File: src/rtl/ad9911_pkg.sv
`default_nettype none
// ============================================================================
//  Module   : ad9911_pkg
//  Purpose  : Shared definitions for the AD9911 serial configuration
//             controller: controller state encoding, AD9911 register
//             addresses, the write-instruction bit and a small helper
//             used for sizing counters.
//  Ports    : none (package)
//  Revision : 1.0 - initial release
// ============================================================================
package ad9911_pkg;

    // Controller states. The encoding is explicit so that state values
    // in waveforms stay stable across revisions.
    typedef enum logic [2:0] {
        ST_RST_PULSE = 3'd0,
        ST_RST_WAIT  = 3'd1,
        ST_IDLE      = 3'd2,
        ST_SHIFT     = 3'd3,
        ST_CS_HOLD   = 3'd4,
        ST_UPDATE    = 3'd5,
        ST_FINISH    = 3'd6
    } state_t;

    // AD9911 register addresses.
    localparam logic [4:0] c_ADDR_CSR   = 5'h00;
    localparam logic [4:0] c_ADDR_FR1   = 5'h01;
    localparam logic [4:0] c_ADDR_FR2   = 5'h02;
    localparam logic [4:0] c_ADDR_CFR   = 5'h03;
    localparam logic [4:0] c_ADDR_CTW0  = 5'h04;
    localparam logic [4:0] c_ADDR_CPOW0 = 5'h05;
    localparam logic [4:0] c_ADDR_ACR   = 5'h06;

    // MSB of the instruction byte: 0 selects a register write.
    localparam logic c_WRITE_BIT = 1'b0;

    // Shift word width: one instruction byte plus up to four payload bytes,
    // rounded up to six bytes.
    localparam int c_SHIFT_W = 48;

    function automatic int max_int(input int a, input int b);
        return (a > b) ? a : b;
    endfunction

endpackage
`default_nettype wire

File: src/rtl/ad9911_sclk_gen.sv
`default_nettype none
// ============================================================================
//  Module   : ad9911_sclk_gen
//  Purpose  : SCLK phase timer. While enabled it alternates low and high
//             phases of SCLK_DIV clock cycles each, starting with a low
//             phase, and flags the last cycle of each phase. Disabling it
//             returns it to the start of a low phase.
//  Ports    : clk          - system clock
//             rst          - synchronous active-high reset
//             i_en         - run the timer (held high for a whole frame)
//             o_low_last   - last cycle of a low phase
//             o_high_last  - last cycle of a high phase
//  Revision : 1.0 - initial release
// ============================================================================
module ad9911_sclk_gen
    import ad9911_pkg::*;
#(
    parameter int SCLK_DIV = 4
) (
    input  logic clk,
    input  logic rst,
    input  logic i_en,
    output logic o_low_last,
    output logic o_high_last
);

    localparam int                 c_CNT_W    = (SCLK_DIV > 1) ? $clog2(SCLK_DIV) : 1;
    localparam logic [c_CNT_W-1:0] c_CNT_LAST = c_CNT_W'(SCLK_DIV - 1);

    logic [c_CNT_W-1:0] r_cnt;
    logic               r_high;
    logic               w_last;

    assign w_last      = i_en && (r_cnt == c_CNT_LAST);
    assign o_low_last  = w_last && !r_high;
    assign o_high_last = w_last &&  r_high;

    always_ff @(posedge clk) begin
        if (rst || !i_en) begin
            r_cnt  <= '0;
            r_high <= 1'b0;
        end else if (r_cnt == c_CNT_LAST) begin
            r_cnt  <= '0;
            r_high <= ~r_high;
        end else begin
            r_cnt  <= r_cnt + 1'b1;
        end
    end

endmodule
`default_nettype wire

File: src/rtl/ad9911_spi_ctrl.sv
`default_nettype none
// ============================================================================
//  Module   : ad9911_spi_ctrl
//  Purpose  : Serial configuration controller for one AD9911 DDS. Accepts
//             register writes over a valid/ready handshake, shifts them
//             out MSB first on CS/SCLK/SDIO0, optionally pulses IO_UPDATE
//             afterwards, and runs a master-reset sequence at power-up or
//             on INIT_REQ.
//  Ports    : CLOCK_40M     - sole clock, rising edge
//             RESET_N       - synchronous active-low reset
//             CMD_VALID/CMD_READY - command handshake
//             CMD_ADDR      - register address
//             CMD_DATA      - right-justified payload
//             CMD_LEN       - payload bytes minus one
//             CMD_UPDATE    - pulse IO_UPDATE after the write
//             INIT_REQ      - request a master-reset sequence (level)
//             BUSY          - controller is not idle
//             DONE          - one-cycle completion pulse
//             AD9911_*      - DDS pins (CS, SCLK, SDIO0, UPDATE, MRSET)
//  Revision : 1.0 - initial release
// ============================================================================
module ad9911_spi_ctrl
    import ad9911_pkg::*;
#(
    parameter int SCLK_DIV      = 4,
    parameter int MRSET_CYCLES  = 40,
    parameter int UPDATE_CYCLES = 8
) (
    input  logic        CLOCK_40M,
    input  logic        RESET_N,
    input  logic        CMD_VALID,
    output logic        CMD_READY,
    input  logic [4:0]  CMD_ADDR,
    input  logic [31:0] CMD_DATA,
    input  logic [1:0]  CMD_LEN,
    input  logic        CMD_UPDATE,
    input  logic        INIT_REQ,
    output logic        BUSY,
    output logic        DONE,
    output logic        AD9911_CS,
    output logic        AD9911_SCLK,
    output logic        AD9911_SDIO0,
    output logic        AD9911_UPDATE,
    output logic        AD9911_MRSET
);

    // One delay counter serves the reset pulse, the reset quiet time,
    // the CS hold (SCLK_DIV + 1 cycles) and the IO_UPDATE pulse.
    localparam int c_DLY_MAX = max_int(max_int(MRSET_CYCLES, UPDATE_CYCLES), SCLK_DIV);
    localparam int c_DLY_W   = $clog2(c_DLY_MAX + 1);

    localparam logic [c_DLY_W-1:0] c_MRSET_LAST = c_DLY_W'(MRSET_CYCLES - 1);
    localparam logic [c_DLY_W-1:0] c_HOLD_LAST  = c_DLY_W'(SCLK_DIV);
    localparam logic [c_DLY_W-1:0] c_UPD_LAST   = c_DLY_W'(UPDATE_CYCLES);

    state_t                 r_state;
    state_t                 w_state_nxt;
    logic                   r_run;
    logic [c_DLY_W-1:0]     r_dly;
    logic [c_DLY_W-1:0]     w_dly_nxt;
    logic [c_SHIFT_W-1:0]   r_shift;
    logic [5:0]             r_bit_cnt;
    logic [1:0]             r_len;
    logic                   r_upd;
    logic                   r_sclk;
    logic [5:0]             w_last_bit;
    logic [31:0]            w_payload;
    logic                   w_accept;
    logic                   w_sclk_en;
    logic                   w_low_last;
    logic                   w_high_last;
    logic                   w_rst;

    assign w_rst = ~RESET_N;

    // Payload moved to the top of the 32-bit field so its first byte
    // follows the instruction byte directly: shift by 8*(3-LEN).
    assign w_payload = CMD_DATA << {~CMD_LEN, 3'b000};

    // Index of the final bit of the frame: N-1 = 8*LEN + 15.
    assign w_last_bit = {1'b0, r_len, 3'b000} + 6'd15;

    ad9911_sclk_gen #(
        .SCLK_DIV (SCLK_DIV)
    ) u_sclk_gen (
        .clk         (CLOCK_40M),
        .rst         (w_rst),
        .i_en        (w_sclk_en),
        .o_low_last  (w_low_last),
        .o_high_last (w_high_last)
    );

    // ------------------------------------------------------------------
    // State register. r_run is low only in the cycle right after reset is
    // released... and during reset itself. It masks the pins while RESET_N
    // is low (the state is already RST_PULSE there) and keeps the reset
    // cycle from counting towards the MRSET pulse length.
    // ------------------------------------------------------------------
    always_ff @(posedge CLOCK_40M) begin
        if (!RESET_N) begin
            r_state <= ST_RST_PULSE;
            r_dly   <= '0;
            r_run   <= 1'b0;
        end else begin
            r_state <= w_state_nxt;
            r_dly   <= w_dly_nxt;
            r_run   <= 1'b1;
        end
    end

    // ------------------------------------------------------------------
    // Next-state and output decode.
    // ------------------------------------------------------------------
    always_comb begin
        w_state_nxt   = r_state;
        w_dly_nxt     = '0;
        w_accept      = 1'b0;
        w_sclk_en     = 1'b0;
        CMD_READY     = 1'b0;
        DONE          = 1'b0;
        BUSY          = r_run && (r_state != ST_IDLE);
        AD9911_CS     = 1'b1;
        AD9911_SCLK   = 1'b0;
        AD9911_SDIO0  = 1'b0;
        AD9911_UPDATE = 1'b0;
        AD9911_MRSET  = 1'b0;

        case (r_state)
            ST_RST_PULSE: begin
                AD9911_MRSET = r_run;
                if (r_run) begin
                    if (r_dly == c_MRSET_LAST) begin
                        w_state_nxt = ST_RST_WAIT;
                    end else begin
                        w_dly_nxt = r_dly + 1'b1;
                    end
                end
            end

            ST_RST_WAIT: begin
                if (r_dly == c_MRSET_LAST) begin
                    w_state_nxt = ST_FINISH;
                end else begin
                    w_dly_nxt = r_dly + 1'b1;
                end
            end

            ST_IDLE: begin
                // A pending init request withdraws READY so that a command
                // presented in the same cycle is visibly not taken.
                CMD_READY = ~INIT_REQ;
                if (INIT_REQ) begin
                    w_state_nxt = ST_RST_PULSE;
                end else if (CMD_VALID) begin
                    w_accept    = 1'b1;
                    w_state_nxt = ST_SHIFT;
                end
            end

            ST_SHIFT: begin
                w_sclk_en    = 1'b1;
                AD9911_CS    = 1'b0;
                AD9911_SCLK  = r_sclk;
                AD9911_SDIO0 = r_shift[c_SHIFT_W-1];
                if (w_high_last && (r_bit_cnt == w_last_bit)) begin
                    w_state_nxt = ST_CS_HOLD;
                end
            end

            ST_CS_HOLD: begin
                // CS stays low for SCLK_DIV cycles; the final cycle of this
                // state already shows CS high, so DONE or the IO_UPDATE
                // pulse starts one cycle after the CS rise.
                AD9911_CS = (r_dly == c_HOLD_LAST);
                if (r_dly == c_HOLD_LAST) begin
                    w_state_nxt = r_upd ? ST_UPDATE : ST_FINISH;
                end else begin
                    w_dly_nxt = r_dly + 1'b1;
                end
            end

            ST_UPDATE: begin
                // UPDATE_CYCLES high, then one low cycle before DONE.
                AD9911_UPDATE = (r_dly != c_UPD_LAST);
                if (r_dly == c_UPD_LAST) begin
                    w_state_nxt = ST_FINISH;
                end else begin
                    w_dly_nxt = r_dly + 1'b1;
                end
            end

            ST_FINISH: begin
                DONE        = 1'b1;
                w_state_nxt = ST_IDLE;
            end

            default: begin
                w_state_nxt = ST_RST_PULSE;
            end
        endcase
    end

    // ------------------------------------------------------------------
    // Command latch and shift register. The shift word is loaded
    // left-justified so the frame always starts at the MSB.
    // ------------------------------------------------------------------
    always_ff @(posedge CLOCK_40M) begin
        if (!RESET_N) begin
            r_shift   <= '0;
            r_bit_cnt <= '0;
            r_len     <= '0;
            r_upd     <= 1'b0;
        end else if (w_accept) begin
            r_shift   <= {c_WRITE_BIT, 2'b00, CMD_ADDR, w_payload, 8'h00};
            r_bit_cnt <= '0;
            r_len     <= CMD_LEN;
            r_upd     <= CMD_UPDATE;
        end else if (w_high_last) begin
            r_shift   <= {r_shift[c_SHIFT_W-2:0], 1'b0};
            r_bit_cnt <= r_bit_cnt + 1'b1;
        end
    end

    // Registered SCLK: rises after each low phase, falls after each high
    // phase, so the pin never glitches between decoded states.
    always_ff @(posedge CLOCK_40M) begin
        if (!RESET_N) begin
            r_sclk <= 1'b0;
        end else if (w_low_last) begin
            r_sclk <= 1'b1;
        end else if (w_high_last) begin
            r_sclk <= 1'b0;
        end
    end

endmodule
`default_nettype wire
File: config.mk
export PLATFORM = sky130hd
export DESIGN_NAME = ad9911_spi_ctrl
export DESIGN_NICKNAME = d
export VERILOG_FILES = /design/src/rtl/ad9911_pkg.sv /design/src/rtl/ad9911_sclk_gen.sv /design/src/rtl/ad9911_spi_ctrl.sv
export SDC_FILE = /design/constraint.sdc
export NUM_CORES = 1
export LEC_CHECK = 0
export BUFFER_PORTS_ARGS = -buffer_cell sky130_fd_sc_hd__buf_2
export CAP_MARGIN = 40
export CORE_MARGIN = 2
export CORE_UTILIZATION = 51
export DETAILED_ROUTE_END_ITERATION = 16
export GPL_TIMING_DRIVEN = 0
export PLACE_DENSITY = 0.76
export SLEW_MARGIN = 15
export SYNTH_ARGS = -nofsm -noshare
export SYNTH_HDL_FRONTEND = slang
export SYNTH_SLANG_ARGS = --single-unit
File: constraint.sdc
create_clock -name CLOCK_40M -period 1.9 [get_ports CLOCK_40M]
set_clock_uncertainty 0.2 [all_clocks]
set_input_delay 0.095 -clock CLOCK_40M [delete_from_list [all_inputs] [get_ports CLOCK_40M]]
set_output_delay 0.095 -clock CLOCK_40M [all_outputs]
set_load 0.005 [all_outputs]
==> Yosys cells after proc, flatten, opt, wreduce, memory -nomap -nowiden <==
Cells that the tools add are included.
{ "classes": {"n_reduce_logical": 14, "eq_ne": 20, "shifts": 1, "bitwise_logic": 4, "mux": 31, "add_sub_neg": 4} }
{ "op_table": {"columns": ["operator", "count"], "rows": [
  ["$mux 45", 2],
  ["$shl 32x5->32", 1],
  ["$mux 3", 8],
  ["$mux 6", 4],
  ["$pmux 6 s4", 1],
  ["$pmux 3 s7", 1],
  ["$mux 1", 13],
  ["$add 6x1->6 const B", 2],
  ["$ne 2x2->1 const B", 6],
  ["$eq 3x3->1 const B", 3],
  ["$reduce_and 7->1", 1],
  ["$add 5x4->6 const B", 1],
  ["$eq 3x2->1 const B", 2],
  ["$eq 6x3->1 const B", 1],
  ["$eq 6x4->1 const B", 1],
  ["$eq 6x6->1", 1],
  ["$eq 6x6->1 const B", 1],
  ["$ne 6x4->1 const B", 1],
  ["$logic_and 1x1->1", 5],
  ["$reduce_bool 2->1", 2],
  ["$reduce_or 2->1", 2],
  ["$eq 3x1->1 const B", 1],
  ["$logic_not 3->1", 1],
  ["$ne 3x2->1 const B", 1],
  ["9 further kinds", 12]
]} }
{ "word_totals": {"out_inout_bits": 8, "ff_bits": 63, "word_cells": 85, "in_bits": 44} }

==> Longest topological paths before layout <==
{ "depth": {"depth_word": 7, "depth_mapped": 8, "depth_no_buf": 7} }

==> Cells and area by module <==
Synthesis repeated with hierarchy kept, for this count alone.
{ "hier_totals": {"hier_cells": 372, "area_unflattened_um2": 3424.5} }
{ "by_module_without_submodules": {"columns": ["module", "area_each_um2", "n_inst", "seq_area_each_um2", "cells_per_inst"], "rows": [
  ["ad9911_spi_ctrl", 3306.9, 1, 1201.2, 360],
  ["ad9911_sclk_gen", 117.6, 1, 60.1, 12]
]} }

==> Worst setup path after synthesis <==
OpenSTA, ideal clock, no wires.
{ "synth_timing": {"path_kind": "reg2reg", "startpoint": "register r_state[1]", "endpoint": "register r_shift[36]", "period_less_slack_ns": 1.805, "arrival_time_ns": 1.477, "t_required_ns": 1.572, "setup_slack_ns": 0.095, "path_buffers": 3, "setup_time_ns": 0.128, "stages_incl_launch_ff": 9, "path_cell_list": "dfxtp_1 > buf_2 > nor4b_4 > and2_1 > buf_4 > nor2_2 > buf_6 > a221oi_1 > nor2_1"} }
{ "synth_between": {"elab_chain_cells": 5, "word_cells_on_any_way": 8, "cone_classes": "eq/ne (2); mux (3); reduce/logical (3)"} }
{ "synth_lines": {"columns": ["item", "line_no", "rtl"], "rows": [
  ["start, declared", "ad9911_spi_ctrl.sv:56", "state_t r_state;"],
  ["start signal, assigned", "ad9911_spi_ctrl.sv:105", "r_state <= w_state_nxt;"],
  ["$eq 3x2->1", "ad9911_spi_ctrl.sv:128", "case (r_state)"],
  ["$mux 1", "ad9911_spi_ctrl.sv:128", null],
  ["$logic_and 1x1->1", "ad9911_sclk_gen.sv:34", "assign w_last = i_en && (r_cnt == c_CNT_LAST);"],
  ["$logic_and 1x1->1", "ad9911_sclk_gen.sv:36", "assign o_high_last = w_last && r_high;"],
  ["$reduce_bool 2->1 (no source line)", null, null],
  ["end signal, assigned", "ad9911_spi_ctrl.sv:214", "r_shift <= {c_WRITE_BIT, 2'b00, CMD_ADDR, w_payload, 8'h00};"],
  ["end signal, assigned", "ad9911_spi_ctrl.sv:219", "r_shift <= {r_shift[c_SHIFT_W-2:0], 1'b0};"],
  ["end, declared", "ad9911_spi_ctrl.sv:61", "logic [c_SHIFT_W-1:0] r_shift;"]
]} }
Several ways; a longest one is shown, not always the timed one.
A chain may end at the register's enable or synchronous reset.

==> Worst setup path after layout <==
{ "layout_timing": {"startpoint": "register r_state[2]", "endpoint": "register r_shift[37]"} }
The elaborated chain is that of the path after synthesis.

==> run summary <==
The run finished with clean final reports. The initial antenna violation count was 0; the die outline width was 84.7 um. The die is 84.7 um tall.

The synthesis-to-layout area growth was 29.9%; the worst-margin pin slew was 483 ps. The worst endpoint data arrival time was 1890 ps; the number of different library cells in the post-synthesis netlist was 47. After floorplanning, the core was sized to cover 0.00631 mm2. After detailed routing, the number of vias per cell comes to 5.66.

The wire length per cell after detailed routing works out to 15.2 um. Number of slew-limit violations in the final report: 0. For the total global-route track usage, the log shows 23.4%.

The tool flagged a number of max-cap violations equal to 0. The clock-pin slew of the registers on the worst-case setup and hold paths is 70 ps. The tools report the worst-case setup margin in the final layout as 26.3 ps. In this run the tightest slew margin relative to its limit is 67.5%. The pin count of the biggest net entering global routing is 12, and the minimum setup slack after placement is -133 ps. For the hold violation count in the final report, the log shows 0. The clock reaches the later pin of the worst-skew pair after 350 ps. The run gives 0 as the total global routing overflow. The tools report the setup slack of the worst register-to-register path as 30 ps.

For this run, the detailed router's first-pass iteration total came to 4. The run gives 0 as the post-route DRC violation count. The initial standard-cell utilization of the core is 52.6%. The number of global-route vias before repair was 2970.

The largest buffer count on any clock path is 2, and the level count of the clock H-tree is 3. On the worst path, the slowest cell contributes a delay of 360 ps. The count of port buffers added during placement was 49. For this run, the number of Yosys warnings is 0. TritonCTS built the clock tree. Subtracting the final worst setup slack from the clock period gives 1870 ps. The run gives 449 um as the length of routed met3 wiring. Traced cell by cell, the critical path runs through nor4b_4 > buf_4 > and2_4 > buf_6 > nor2_2 > buf_6 > a221oi_4 > nor2_1.

The detailed router placed 3138 vias in this run. In the final timing run, aggregate negative setup slack is 0 ps. The number of nets handed over by synthesis was 439. The top cell types in the final layout, fill and taps aside, are sky130_fd_sc_hd__dfxtp_1 (57), sky130_fd_sc_hd__buf_2 (55), sky130_fd_sc_hd__nand2_1 (52). The cell row count came out at 29. The final-stage net count came out at 521.

After technology mapping, the gate count stands at 390. The number of fill cells in the layout was 521. The cell repeated most along the worst path was sky130_fd_sc_hd__buf_6. The mean cell area of the mapped netlist works out to 8.51 um2. The tools report the placed standard-cell area as 0.00366 mm2.

In the finished design, the share of the clock period the worst path needs comes to 98.6%. Worst min-delay path category: input port to flip-flop. The congestion estimate from routability-driven global placement came to 0.919. IR analysis of the VDD net gives a maximum drop of 0.000451 V. The worst setup path is launched from a flip-flop. The number of register bits inferred by synthesis is 63, and the top fanout value on the critical path is 10. In the detailed route, the total length drawn on met2 is 4020 um.

After the first detailed-routing iteration, the DRC count stood at 148. The logs give 0.00431 mm2 for the final non-filler cell area and 63 for the clock sink total. The power density over cell area was 667 mW/mm2; the die footprint was 0.00717 mm2.

The static leakage came out at 1.69 nW. During I/O placement, the number of pins put on the boundary was 52. In the final routing, the length of wire on met1 measures 3740 um. Setup repair after global routing could not meet its margin everywhere.

The largest individual stage delay along the critical path comes from the cell sky130_fd_sc_hd__dfxtp_4. The run gives 38.0% as the proportion of synthesized chip area in sequential cells. The number of diodes added for antenna fixing came out at 0. After detailed routing, the total wire length is 8400 um. Leaving out fill and tap cells, the most frequent cell in the layout is sky130_fd_sc_hd__dfxtp_1. The final antenna-violating net count came out at 0.

The worst setup path is captured at a flip-flop. The tools report the clock root buffer as sky130_fd_sc_hd__clkbuf_8. The number of clock buffers added by TritonCTS is 9. Summed instance area of the synthesized netlist: 0.00332 mm2.

Top layer reached by signal wires: met4. Static timing analysis puts the maximum clock frequency at 0.534 GHz. The final setup violation count was 0; the fraction of layout instances using a drive strength above 1 was 32.1%. The setup path with the least slack is of type flip-flop to flip-flop. At the worst endpoint, the required time is 1920 ps.

The first global-routing pass estimated 13500 um of wire. Once detailed placement completed, the half-perimeter wirelength came to 5910 um.
-- cell families after synthesis --
group                      Yosys count  synth area share, %
AOI/OAI and AO/OA                   80                 16.7
xor gates and xnor gates            13                 3.43
adders and majority gates            5                 1.89
buffers and inverters               39                 5.58
DFF                                 63                 38.0
muxes                               40                 13.2
and+or+nand+nor                    150                 21.2
-- path summary, 6_finish.rpt --
kind,from,endpoint,cells after the start
worst max-delay path,r_state[2],r_shift[37],8
worst min-delay path,CMD_DATA[8],r_shift[16],4
worst max register to register,r_state[2],r_shift[37],8
worst min register to register,u_sclk_gen.r_cnt[0],u_sclk_gen.r_cnt[0],1
-- metal layers --
layer	track usage, %	up-vias
met5	0	-
met4	10.8	0
met3	4.62	18
met2	39.3	106
met1	29.0	1453
li1	-	1561
-- stage by stage --
stage | utilization, % | total power [W] | instances | hold WS, ps
after global placement | 58.0 | 0.00155 | 516 | 26.2
after floorplan | - | 0.00147 | 390 | -77.3
after detailed placement | 58.0 | 0.00155 | 516 | 25.7
after CTS | 65.6 | 0.00288 | 550 | 24.6
final | 68.3 | 0.00287 | 554 | 22.3
after global routing | 68.3 | 0.00295 | 554 | 43.2
-- final cells by class --
| class | instances | area [um2] | share of cell area [%] |
|---|---|---|---|
| multi-input combinational | 288 | 2040 | 47.3 |
| sequential | 63 | 1270 | 29.5 |
| timing repair buffer | 72 | 467 | 10.8 |
| buffer | 30 | 184 | 4.27 |
| clock buffer | 11 | 141 | 3.28 |
| tap | 77 | 96.3 | 2.24 |
| clock inverter | 5 | 81.3 | 1.89 |
| inverter | 8 | 30.0 | 0.697 |
-- cells in the mapped netlist (all sizes together) --
library cell | number | area [um2]
dfxtp | 63 | 1260
nand2 | 53 | 201
nor2 | 48 | 183
mux2 | 31 | 349
a21oi | 25 | 125
nand3 | 21 | 110
buf | 19 | 110
a221oi | 17 | 149
a22oi | 12 | 90.1
clkbuf | 12 | 45.0
mux2i | 9 | 90.1
a211oi | 8 | 60.1
inv | 8 | 30.0
xnor2 | 8 | 70.1
and2 | 6 | 37.5
ha | 5 | 62.6
o21ai | 5 | 25.0
xor2 | 5 | 43.8
a21boi | 3 | 22.5
nor2b | 3 | 18.8
nor3 | 3 | 15.0
nor3b | 3 | 22.5
nor4 | 3 | 25.0
a311oi | 2 | 17.5
a31oi | 2 | 12.5
and3 | 2 | 12.5
and3b | 2 | 17.5
nand3b | 2 | 15.0
nor4b | 2 | 32.5
a221o | 1 | 10.0
a32oi | 1 | 8.76
nand2b | 1 | 6.26
nand4 | 1 | 6.26
o211ai | 1 | 7.51
o21a | 1 | 7.51
o311ai | 1 | 8.76
o31a | 1 | 8.76
-- timing repair --
action / in CTS / in global routing
setup endpoints to repair: 56 / 54
endpoints found under the hold margin: 20 / 0
setup buffers: 1 / 5
hold buffers: 17 / 0
resized for setup: 20 / 35
cloned: 0 / 1
pin swaps: 0 / 6
-- critical path, delay by kind of cell, from the launching register on --
kind	cells	cell delay [ps]
flip-flops	1	360
AO/OA/AOI/OAI	1	220
AND/OR/NAND/NOR	4	510
buffers and inverters	3	440
-- where the power goes --
group	internal [W]	total (W)	switching [W]
sequential	0.00132	0.00133	0.00000372
combinational	0.000113	0.000233	0.000120
clock	0.000775	0.00132	0.000542
-- sequential cells by signal, indices dropped and copies added (netlist names) --
signal / count
r_bit_cnt: 6
r_dly: 6
u_sclk_gen.r_high: 1
r_run: 1
r_sclk: 1
r_state: 3
r_len: 2
r_shift: 40
u_sclk_gen.r_cnt: 2
r_upd: 1
Note: power is estimated with default switching activity, not from simulation.
